File: src/rtl/axi_wdata_gen_if.sv
// axi_wdata_gen_if: descriptor, source word, AXI W/B and completion signals of the write-data stage.
// master is the write-data stage itself; slave is its environment.
interface axi_wdata_gen_if #(
    parameter int STRB_WIDTH = 32
);
    logic [8:0]              burst_words;
    logic                    burst_last;
    logic [STRB_WIDTH-1:0]   burst_head_strb;
    logic [STRB_WIDTH-1:0]   burst_tail_strb;
    logic                    burst_valid;
    logic                    burst_ready;
    logic [STRB_WIDTH*8-1:0] src_data;
    logic                    src_valid;
    logic                    src_ready;
    logic [STRB_WIDTH*8-1:0] axi_wdata;
    logic [STRB_WIDTH-1:0]   axi_wstrb;
    logic                    axi_wlast;
    logic                    axi_wvalid;
    logic                    axi_wready;
    logic [1:0]              axi_bresp;
    logic                    axi_bvalid;
    logic                    axi_bready;
    logic                    done;
    logic                    done_err;
    modport master (
        input  burst_words, burst_last, burst_head_strb, burst_tail_strb, burst_valid,
        input  src_data, src_valid, axi_wready, axi_bresp, axi_bvalid,
        output burst_ready, src_ready, axi_wdata, axi_wstrb, axi_wlast, axi_wvalid,
        output axi_bready, done, done_err
    );
    modport slave (
        output burst_words, burst_last, burst_head_strb, burst_tail_strb, burst_valid,
        output src_data, src_valid, axi_wready, axi_bresp, axi_bvalid,
        input  burst_ready, src_ready, axi_wdata, axi_wstrb, axi_wlast, axi_wvalid,
        input  axi_bready, done, done_err
    );
endinterface

File: src/rtl/axi_wdata_gen.sv
// axi_wdata_gen: drives AXI W beats from queued burst descriptors and source words,
// and reports per-request completion from the B responses.
module axi_wdata_gen #(
    parameter int STRB_WIDTH  = 32,
    parameter int DESC_DEPTH  = 4,
    parameter int OUTSTANDING = 8
) (
    input  logic            clk,
    input  logic            rstn,
    axi_wdata_gen_if.master bus
);
    localparam int DA = $clog2(DESC_DEPTH);
    localparam int RA = $clog2(OUTSTANDING);
    typedef enum logic [1:0] {IDLE = 2'd0, DATA = 2'd1} state_t;
    state_t                state_q, state_d;
    logic                  init_q;
    logic                  err_q, err_d;
    logic [8:0]            cnt_q, cnt_d;
    logic                  first_q, first_d;
    logic                  last_q, last_d;
    logic [STRB_WIDTH-1:0] head_q, head_d, tail_q, tail_d;
    logic [8:0]            dw_q [DESC_DEPTH];
    logic                  dl_q [DESC_DEPTH];
    logic [STRB_WIDTH-1:0] dh_q [DESC_DEPTH];
    logic [STRB_WIDTH-1:0] dt_q [DESC_DEPTH];
    logic [DA-1:0]         dwp_q, drp_q;
    logic [DA:0]           dcnt_q;
    logic                  rf_q [OUTSTANDING];
    logic [RA-1:0]         rwp_q, rrp_q;
    logic [RA:0]           rcnt_q;
    logic                  d_push, w_hs, w_end, b_hs, b_bad, wl, pop_flag;
    assign d_push   = bus.burst_valid && bus.burst_ready;
    assign wl       = state_q == DATA && cnt_q == 9'd1;
    assign w_hs     = state_q == DATA && bus.src_valid && bus.axi_wready;
    assign w_end    = w_hs && wl;
    assign b_hs     = bus.axi_bvalid && bus.axi_bready;
    assign b_bad    = bus.axi_bresp != 2'd0;
    assign pop_flag = rf_q[rrp_q];
    assign bus.burst_ready = init_q && dcnt_q < (DA+1)'(DESC_DEPTH);
    assign bus.axi_bready  = init_q && rcnt_q != '0;
    assign bus.axi_wdata   = bus.src_data;
    assign bus.done        = b_hs && pop_flag;
    assign bus.done_err    = bus.done && (err_q || b_bad);
    // A request's error is sticky across its bursts and cleared once its last response is seen.
    assign err_d = b_hs ? (err_q || b_bad) && !pop_flag : err_q;
    always_comb begin
        state_d        = IDLE;
        cnt_d          = cnt_q;
        first_d        = first_q;
        last_d         = last_q;
        head_d         = head_q;
        tail_d         = tail_q;
        bus.axi_wvalid = 1'b0;
        bus.src_ready  = 1'b0;
        bus.axi_wlast  = 1'b0;
        bus.axi_wstrb  = '0;
        case (state_q)
            IDLE: begin
                state_d = IDLE;
                if (dcnt_q != '0 && rcnt_q != (RA+1)'(OUTSTANDING)) begin
                    state_d = DATA;
                    cnt_d   = dw_q[drp_q];
                    last_d  = dl_q[drp_q];
                    head_d  = dh_q[drp_q];
                    tail_d  = dt_q[drp_q];
                    first_d = 1'b1;
                end
            end
            DATA: begin
                bus.axi_wvalid = bus.src_valid;
                bus.src_ready  = bus.axi_wready;
                bus.axi_wlast  = wl;
                bus.axi_wstrb  = first_q && wl ? head_q & tail_q : first_q ? head_q : wl ? tail_q : '1;
                state_d        = w_end ? IDLE : DATA;
                if (w_hs) begin
                    cnt_d   = cnt_q - 9'd1;
                    first_d = 1'b0;
                end
            end
            default: state_d = IDLE;
        endcase
    end
    always_ff @(posedge clk) begin
        if (d_push) begin
            dw_q[dwp_q] <= bus.burst_words;
            dl_q[dwp_q] <= bus.burst_last;
            dh_q[dwp_q] <= bus.burst_head_strb;
            dt_q[dwp_q] <= bus.burst_tail_strb;
        end
        if (w_end) rf_q[rwp_q] <= last_q;
    end
    always_ff @(posedge clk) begin
        if (!rstn) begin
            state_q <= IDLE;
            init_q  <= 1'b0;
            err_q   <= 1'b0;
            cnt_q   <= '0;
            first_q <= 1'b0;
            last_q  <= 1'b0;
            head_q  <= '0;
            tail_q  <= '0;
            dwp_q   <= '0;
            drp_q   <= '0;
            dcnt_q  <= '0;
            rwp_q   <= '0;
            rrp_q   <= '0;
            rcnt_q  <= '0;
        end else begin
            state_q <= state_d;
            init_q  <= 1'b1;
            err_q   <= err_d;
            cnt_q   <= cnt_d;
            first_q <= first_d;
            last_q  <= last_d;
            head_q  <= head_d;
            tail_q  <= tail_d;
            dwp_q   <= dwp_q + DA'(d_push);
            drp_q   <= drp_q + DA'(w_end);
            dcnt_q  <= dcnt_q + (DA+1)'(d_push) - (DA+1)'(w_end);
            rwp_q   <= rwp_q + RA'(w_end);
            rrp_q   <= rrp_q + RA'(b_hs);
            rcnt_q  <= rcnt_q + (RA+1)'(w_end) - (RA+1)'(b_hs);
        end
    end
endmodule

File: src/flat_wrapper.sv
// flat-port wrapper written by rule: the top's interface ports become plain ports
module axi_wdata_gen_flat 
#(
    parameter int STRB_WIDTH  = 32,
    parameter int DESC_DEPTH  = 4,
    parameter int OUTSTANDING = 8
)
  (clk, rstn, bus_burst_words, bus_burst_last, bus_burst_head_strb, bus_burst_tail_strb, bus_burst_valid, bus_src_data, bus_src_valid, bus_axi_wready, bus_axi_bresp, bus_axi_bvalid, bus_burst_ready, bus_src_ready, bus_axi_wdata, bus_axi_wstrb, bus_axi_wlast, bus_axi_wvalid, bus_axi_bready, bus_done, bus_done_err);
  axi_wdata_gen_if #(.STRB_WIDTH(STRB_WIDTH)) bus_i ();
  input  logic clk;
  input  logic rstn;
  input wire logic [$bits(bus_i.burst_words)-1:0] bus_burst_words;
  input wire logic [$bits(bus_i.burst_last)-1:0] bus_burst_last;
  input wire logic [$bits(bus_i.burst_head_strb)-1:0] bus_burst_head_strb;
  input wire logic [$bits(bus_i.burst_tail_strb)-1:0] bus_burst_tail_strb;
  input wire logic [$bits(bus_i.burst_valid)-1:0] bus_burst_valid;
  input wire logic [$bits(bus_i.src_data)-1:0] bus_src_data;
  input wire logic [$bits(bus_i.src_valid)-1:0] bus_src_valid;
  input wire logic [$bits(bus_i.axi_wready)-1:0] bus_axi_wready;
  input wire logic [$bits(bus_i.axi_bresp)-1:0] bus_axi_bresp;
  input wire logic [$bits(bus_i.axi_bvalid)-1:0] bus_axi_bvalid;
  output wire logic [$bits(bus_i.burst_ready)-1:0] bus_burst_ready;
  output wire logic [$bits(bus_i.src_ready)-1:0] bus_src_ready;
  output wire logic [$bits(bus_i.axi_wdata)-1:0] bus_axi_wdata;
  output wire logic [$bits(bus_i.axi_wstrb)-1:0] bus_axi_wstrb;
  output wire logic [$bits(bus_i.axi_wlast)-1:0] bus_axi_wlast;
  output wire logic [$bits(bus_i.axi_wvalid)-1:0] bus_axi_wvalid;
  output wire logic [$bits(bus_i.axi_bready)-1:0] bus_axi_bready;
  output wire logic [$bits(bus_i.done)-1:0] bus_done;
  output wire logic [$bits(bus_i.done_err)-1:0] bus_done_err;
  assign bus_i.burst_words = bus_burst_words;
  assign bus_i.burst_last = bus_burst_last;
  assign bus_i.burst_head_strb = bus_burst_head_strb;
  assign bus_i.burst_tail_strb = bus_burst_tail_strb;
  assign bus_i.burst_valid = bus_burst_valid;
  assign bus_i.src_data = bus_src_data;
  assign bus_i.src_valid = bus_src_valid;
  assign bus_i.axi_wready = bus_axi_wready;
  assign bus_i.axi_bresp = bus_axi_bresp;
  assign bus_i.axi_bvalid = bus_axi_bvalid;
  assign bus_burst_ready = bus_i.burst_ready;
  assign bus_src_ready = bus_i.src_ready;
  assign bus_axi_wdata = bus_i.axi_wdata;
  assign bus_axi_wstrb = bus_i.axi_wstrb;
  assign bus_axi_wlast = bus_i.axi_wlast;
  assign bus_axi_wvalid = bus_i.axi_wvalid;
  assign bus_axi_bready = bus_i.axi_bready;
  assign bus_done = bus_i.done;
  assign bus_done_err = bus_i.done_err;
  axi_wdata_gen #(.STRB_WIDTH(STRB_WIDTH), .DESC_DEPTH(DESC_DEPTH), .OUTSTANDING(OUTSTANDING)) u_core (.clk(clk), .rstn(rstn), .bus(bus_i));
endmodule
File: config.mk
export PLATFORM = sky130hd
export DESIGN_NAME = axi_wdata_gen_flat
export DESIGN_NICKNAME = d
export VERILOG_FILES = /design/src/rtl/axi_wdata_gen_if.sv /design/src/rtl/axi_wdata_gen.sv /design/src/flat_wrapper.sv
export SDC_FILE = /design/constraint.sdc
export NUM_CORES = 1
export LEC_CHECK = 0
export ABC_AREA = 1
export ABC_CLOCK_PERIOD_IN_PS = 12490
export BUFFER_PORTS_ARGS = -buffer_cell sky130_fd_sc_hd__buf_2
export CORE_AREA = 2 2 249 251
export CTS_BUF_LIST = sky130_fd_sc_hd__clkbuf_8
export DETAILED_ROUTE_END_ITERATION = 6
export DIE_AREA = 0 0 251 253
export PLACE_DENSITY = 0.55
export SYNTH_ARGS = -nofsm -noshare
export SYNTH_HDL_FRONTEND = slang
export SYNTH_SLANG_ARGS = --single-unit
File: constraint.sdc
create_clock -name clk -period 12.49 [get_ports clk]
set_clock_uncertainty 0.1 [all_clocks]
set_input_delay 1.249 -clock clk [delete_from_list [all_inputs] [get_ports clk]]
set_output_delay 1.249 -clock clk [all_outputs]
set_load 0.02 [all_outputs]
-- Word level (Yosys, flattened, before mapping)
Memories as Yosys holds them, arrays and structs flattened. A register that Yosys moved wholly into a read port is not among the register bits.
Index checks and enable logic that the tools add are counted.
- register bits: 31
- bits in writable memories: 304
- output and inout port bits: 295
- logic and storage cells: 80
- memories kept: 5
- memories (name ; depth ; bits a word ; read ports ; clocked after memory_dff ; write ports ; RTL line ; text):
    u_core.dh_q ; 4 ; 32 ; 1 ; 1 ; 1 ; axi_wdata_gen.sv:24 ; logic [STRB_WIDTH-1:0] dh_q [DESC_DEPTH];
    u_core.dt_q ; 4 ; 32 ; 1 ; 1 ; 1 ; axi_wdata_gen.sv:25 ; logic [STRB_WIDTH-1:0] dt_q [DESC_DEPTH];
    u_core.dw_q ; 4 ; 9 ; 1 ; 1 ; 1 ; axi_wdata_gen.sv:22 ; logic [8:0] dw_q [DESC_DEPTH];
    u_core.rf_q ; 8 ; 1 ; 1 ; 1 ; 1 ; axi_wdata_gen.sv:28 ; logic rf_q [OUTSTANDING];
    u_core.dl_q ; 4 ; 1 ; 1 ; 1 ; 1 ; axi_wdata_gen.sv:23 ; logic dl_q [DESC_DEPTH];
- $add $sub $neg: 9
- $lt $le $gt $ge: 1
- equal/unequal tests: 5
- multiplexer cells: 23
- bitwise logic cells: 1
- reduce and logical (&&, ||, !) cells: 25
- operators with widths (kind ; count):
    2-to-1 mux 32 bit ; 4
    bitwise AND 32 bit ; 1
    2-to-1 mux 9 bit ; 2
    case mux 9 bit (2 select lines) ; 1
    logical AND 1 bit ; 13
    2-to-1 mux 1 bit ; 12
    adder 3 x 1 -> 3 bit ; 3
    equality test 9 x 1 -> 1 bit (second input constant) ; 1
    subtractor 9 x 1 -> 9 bit (second input constant) ; 1
    adder 2 x 1 -> 2 bit ; 2
    adder 4 x 1 -> 4 bit ; 1
    zero test 1 bit ; 4
    != test 2 x 1 -> 1 bit (second input constant) ; 2
    != test 4 bit (second input constant) ; 1
    case mux 2 bit (2 select lines) ; 1
    nonzero test 2 bit ; 2
    nonzero test 4 bit ; 1
    subtractor 4 x 1 -> 4 bit ; 1
    < comparator 3 bit (second input constant) ; 1
    2-to-1 mux 3 bit ; 1
    AND reduction 3 bit ; 1
    nonzero test 3 bit ; 1
    subtractor 3 x 1 -> 3 bit ; 1
    equality test 2 x 1 -> 1 bit (second input constant) ; 1
    other kinds (5) ; 5

-- Longest topological paths before layout
- depth after elaboration: 6
- mapped depth: 13

-- Least setup slack after synthesis
OpenSTA, ideal clock, no wires.
- path kind: input port to flip-flop
- from: in bus_burst_valid
- to: mem u_core.dh_q[0][0], enable pin
- arrival time: 6397 ps
- setup slack: 5395 ps
- stages: 2
- cells stage by stage: nand2_1 -> nor3_1
- word-level cells in the longest chain between the ends: 3
- RTL lines (what ; RTL line ; text):
    start: declaration ; flat_wrapper.sv:16 ; input wire logic [$bits(bus_i.burst_valid)-1:0] bus_burst_valid;
    logical AND 1 bit ; axi_wdata_gen.sv:32 ; assign d_push = bus.burst_valid && bus.burst_ready;
    2-to-1 mux 1 bit ; axi_wdata_gen.sv:84 ; if (d_push) begin
    2-to-1 mux 1 bit (implied by the code) ; axi_wdata_gen.sv:87 ; dh_q[dwp_q] <= bus.burst_head_strb;
    end: declaration ; axi_wdata_gen.sv:24 ;
Every way passes these cells.

-- Worst setup path after layout
- from: reg u_core.state_q[0]
- to: out bus_axi_wstrb[12]
- word-level cells in the longest chain between the ends: 6
- elaborated cells between the ends (all ways): 7
- RTL lines (what ; RTL line ; text):
    start: declaration ; axi_wdata_gen.sv:15 ; state_t state_q, state_d;
    start signal: assignment ; axi_wdata_gen.sv:109 ; state_q <= state_d;
    equality test 2 x 1 -> 1 bit * ; axi_wdata_gen.sv:33, axi_wdata_gen.sv:57 ;
    logical AND 1 bit ; axi_wdata_gen.sv:33 ; assign wl = state_q == DATA && cnt_q == 9'd1;
    2-to-1 mux 32 bit (3 in series) ; axi_wdata_gen.sv:73 ; bus.axi_wstrb = first_q && wl ? head_q & tail_q : first_q ? head_q : wl ? tail_q : '1;
    2-to-1 mux 32 bit * ; axi_wdata_gen.sv:57 ; case (state_q)
    end: declaration ; flat_wrapper.sv:25 ; output wire logic [$bits(bus_i.axi_wstrb)-1:0] bus_axi_wstrb;
Mark *: on every way between the ends. The rest lies on a longest branch, timed or not.

==> results.cfg <==
[sta]
worstMarginPinSlew_ns = 1.11
finalSetupViolCount = 0
hold_viol = 0
fmax_mhz = 249
tns_ns = 0
drv_slew = 0
setup_ws_ns = 8.48
slew_headroom = 0.254
min_period_over_period = 0.321
rsz0062_at_grt = false
fin_crit_ns = 4.01

[yosys]
synth_most_common_cell = edfxtp_1
syn_area_per_cell_um2 = 10.7
yosys.area.top_type_share = 0.509
synthTopCellsByCount = edfxtp_1 (304), buf_4 (260), nor2_1 (177)
synth_top_flop_cell = edfxtp_1
synthTopCellsByArea = edfxtp_1 (51%), buf_4 (11%), dfxtp_1 (11%)
ys_seq_area_frac = 0.616
syn-num-nets = 2021
synth_area_um2 = 17900
synth_top_cell_by_area = edfxtp_1
yosys_warnings = 0
ys_types = 28
synth_edf_count = 304
async_flop_share = 0
netlist_instances = 1668
ys_seq_elements = 399

[setup_path]
worst-r2r-setup-slack_ns = 9.22
startpoint_type = flip-flop
rr_worst_depth = 6
slowest_stage = dfxtp_1
worst_path_largest_cell_delay_ns = 0.54
cp.required_ns = 11.14
crit_path_cell_trace = nand3_1 > nor2_1 > nand2_2 > o21ai_1 > inv_1 > buf_2
arrival_ns = 2.66
cp-end-kind = output port
critical_path_class = reg -> out
cp_max_fo = 33

[routing]
first_iter_violations = 943
final_antenna_net_count = 0
drc_errors = 0
vias = 11698
viasPerCell = 4.92
routed_wl_mm = 83.5
dr.pass1.iters = 5
wl_per_cell_um = 35.1

[die]
num_rows = 91
pin_count = 633
initial_utilization = 0.294
die_h_um = 253
core-area_um2 = 61000
dieArea_um2 = 63500
die_width_um = 251

[global_route]
track_usage = 0.255
grt_pass1_wl_mm = 106
antenna_found_initial = 11
overflow = 0
grt_start_max_net_pins = 98
grt_pass1_vias = 11059

[finish]
nNetsFinal = 1884
fin_util = 0.305
area_growth_syn_to_layout_pct = 3.88
post-route-cell-area_um2 = 18600
fillCellCount = 6251
layout-drive-gt1-share = 0.155

[cts]
cts.path.max_buffers = 3
clockRootBuffer = clkbuf_8
cts_made_buffers = 70
clk_latency_ns = 0.63
htree_levels = 3
cts.clk_slew.worst_paths_ns = 0.06
cts_sinks = 399
post_cts_buffers = 0
cts_tree = built
cts_hold_buf = 0
cts_resized = 0

[placement]
gp_congestion = 0.898
dpl.hpwl_mm = 65.4
placed_cell_area_um2 = 17300
dp_slack_ns = 8.29
io_buffers = 120

[job]
cap_violations = 0

[outcome]
status = finished, final reports clean

[pwr]
leakage_uw = 0.00708
p_per_area_nw_per_um2 = 171
ir_drop_uv = 85.2

[worst_hold_path]
hold_depth = 2
hold_class = reg -> reg
==> placed cells by master (no fill, tap or decap), types with 2 or more instances in the layout <==
cell type and count:
diode_2 2, ha_1 13, o21a_1 66, clkinv_2 7
nand3_1 42, clkbuf_8 82, edfxtp_1 304, buf_2 120
nand2_2 3, clkinv_1 6, inv_2 6, nand4_1 4
fa_1 2, inv_1 177, nand2_1 91, a21oi_1 108
o21ai_1 79, dfxtp_1 93, buf_4 14, o21ai_0 97
xor2_1 2, nor3_2 4, inv_4 2, xnor2_1 5
nor2_1 177, nor3_1 8, o22ai_1 65
==> per-layer routing <==
metal  routed length (µm)  up-vias  GRT usage  part of all wire
met5                  396        -     0.0402            0.0047
met1                20800     5505      0.187              0.25
met2                39100      890      0.414              0.47
met3                21200      105      0.298              0.25
li1                     -     5182          -                 -
met4                 1930       16     0.0667             0.023
==> power breakdown <==
part | total (µW) | switching [µW] | internal (µW)
clock network | 1130 | 532 | 598
registers | 1570 | 47.6 | 1520
logic | 477 | 323 | 154
==> final timing paths <==
path	startpoint	end
worst max-delay path	u_core.state_q[0]	bus_axi_wstrb[12]
worst min register to register	u_core.dcnt_q[2]	u_core.dcnt_q[2]
worst max register to register	u_core.init_q	u_core.dh_q[0][18]
worst min-delay path	u_core.dcnt_q[2]	u_core.dcnt_q[2]
==> critical path: cells and delay by family, from the launching register on <==
kind / cells / cell delay, ns
AND/OR/NAND/NOR: 3 / 0.73
buffers and inverters: 2 / 0.23
AO/OA/AOI/OAI: 1 / 0.49
flip-flops: 1 / 0.54
==> area by class of cell <==
type | count | area (µm²) | area share
Sequential cell | 399 | 11000 | 0.593
Tap cell | 790 | 988 | 0.0531
Clock buffer | 82 | 1130 | 0.0606
Inverter | 156 | 591 | 0.0317
Timing Repair Buffer | 134 | 706 | 0.0379
Antenna cell | 2 | 5.00 | 0.000269
Clock inverter | 45 | 194 | 0.0104
Multi-Input combinational cell | 770 | 3970 | 0.213
==> flip-flops by register name, summed over array words and instances (netlist names) <==
signal and flops:
u_core.cnt_q 9, u_core.dcnt_q 3, u_core.dh_q 128, u_core.dl_q 4, u_core.drp_q 2, u_core.dt_q 128
u_core.dw_q 36, u_core.dwp_q 2, u_core.err_q 1, u_core.first_q 1, u_core.head_q 32, u_core.init_q 1
u_core.last_q 1, u_core.rcnt_q 4, u_core.rf_q 8, u_core.rrp_q 3, u_core.rwp_q 3, u_core.state_q 1
u_core.tail_q 32
==> kinds of logic after synthesis <==
| logic type | Yosys count | synth area share |
|---|---|---|
| AOI/OAI and AO/OA | 416 | 0.130 |
| xor gates and xnor gates | 7 | 0.00342 |
| adders and majority gates | 15 | 0.0113 |
| buffers and inverters | 499 | 0.165 |
| DFF | 399 | 0.616 |
| and+or+nand+nor | 332 | 0.0749 |
==> stage by stage <==
step | total power (µW) | hold WS (ns) | cells
after floorplan | 2030 | 0.359 | 1668
after global placement | 2070 | 0.395 | 2249
after detailed placement | 2080 | 0.392 | 2249
after CTS | 3210 | 0.403 | 2376
after global routing | 3330 | 0.435 | 2376
final | 3180 | 0.399 | 2378
Note: power is estimated with default switching activity, not from simulation.
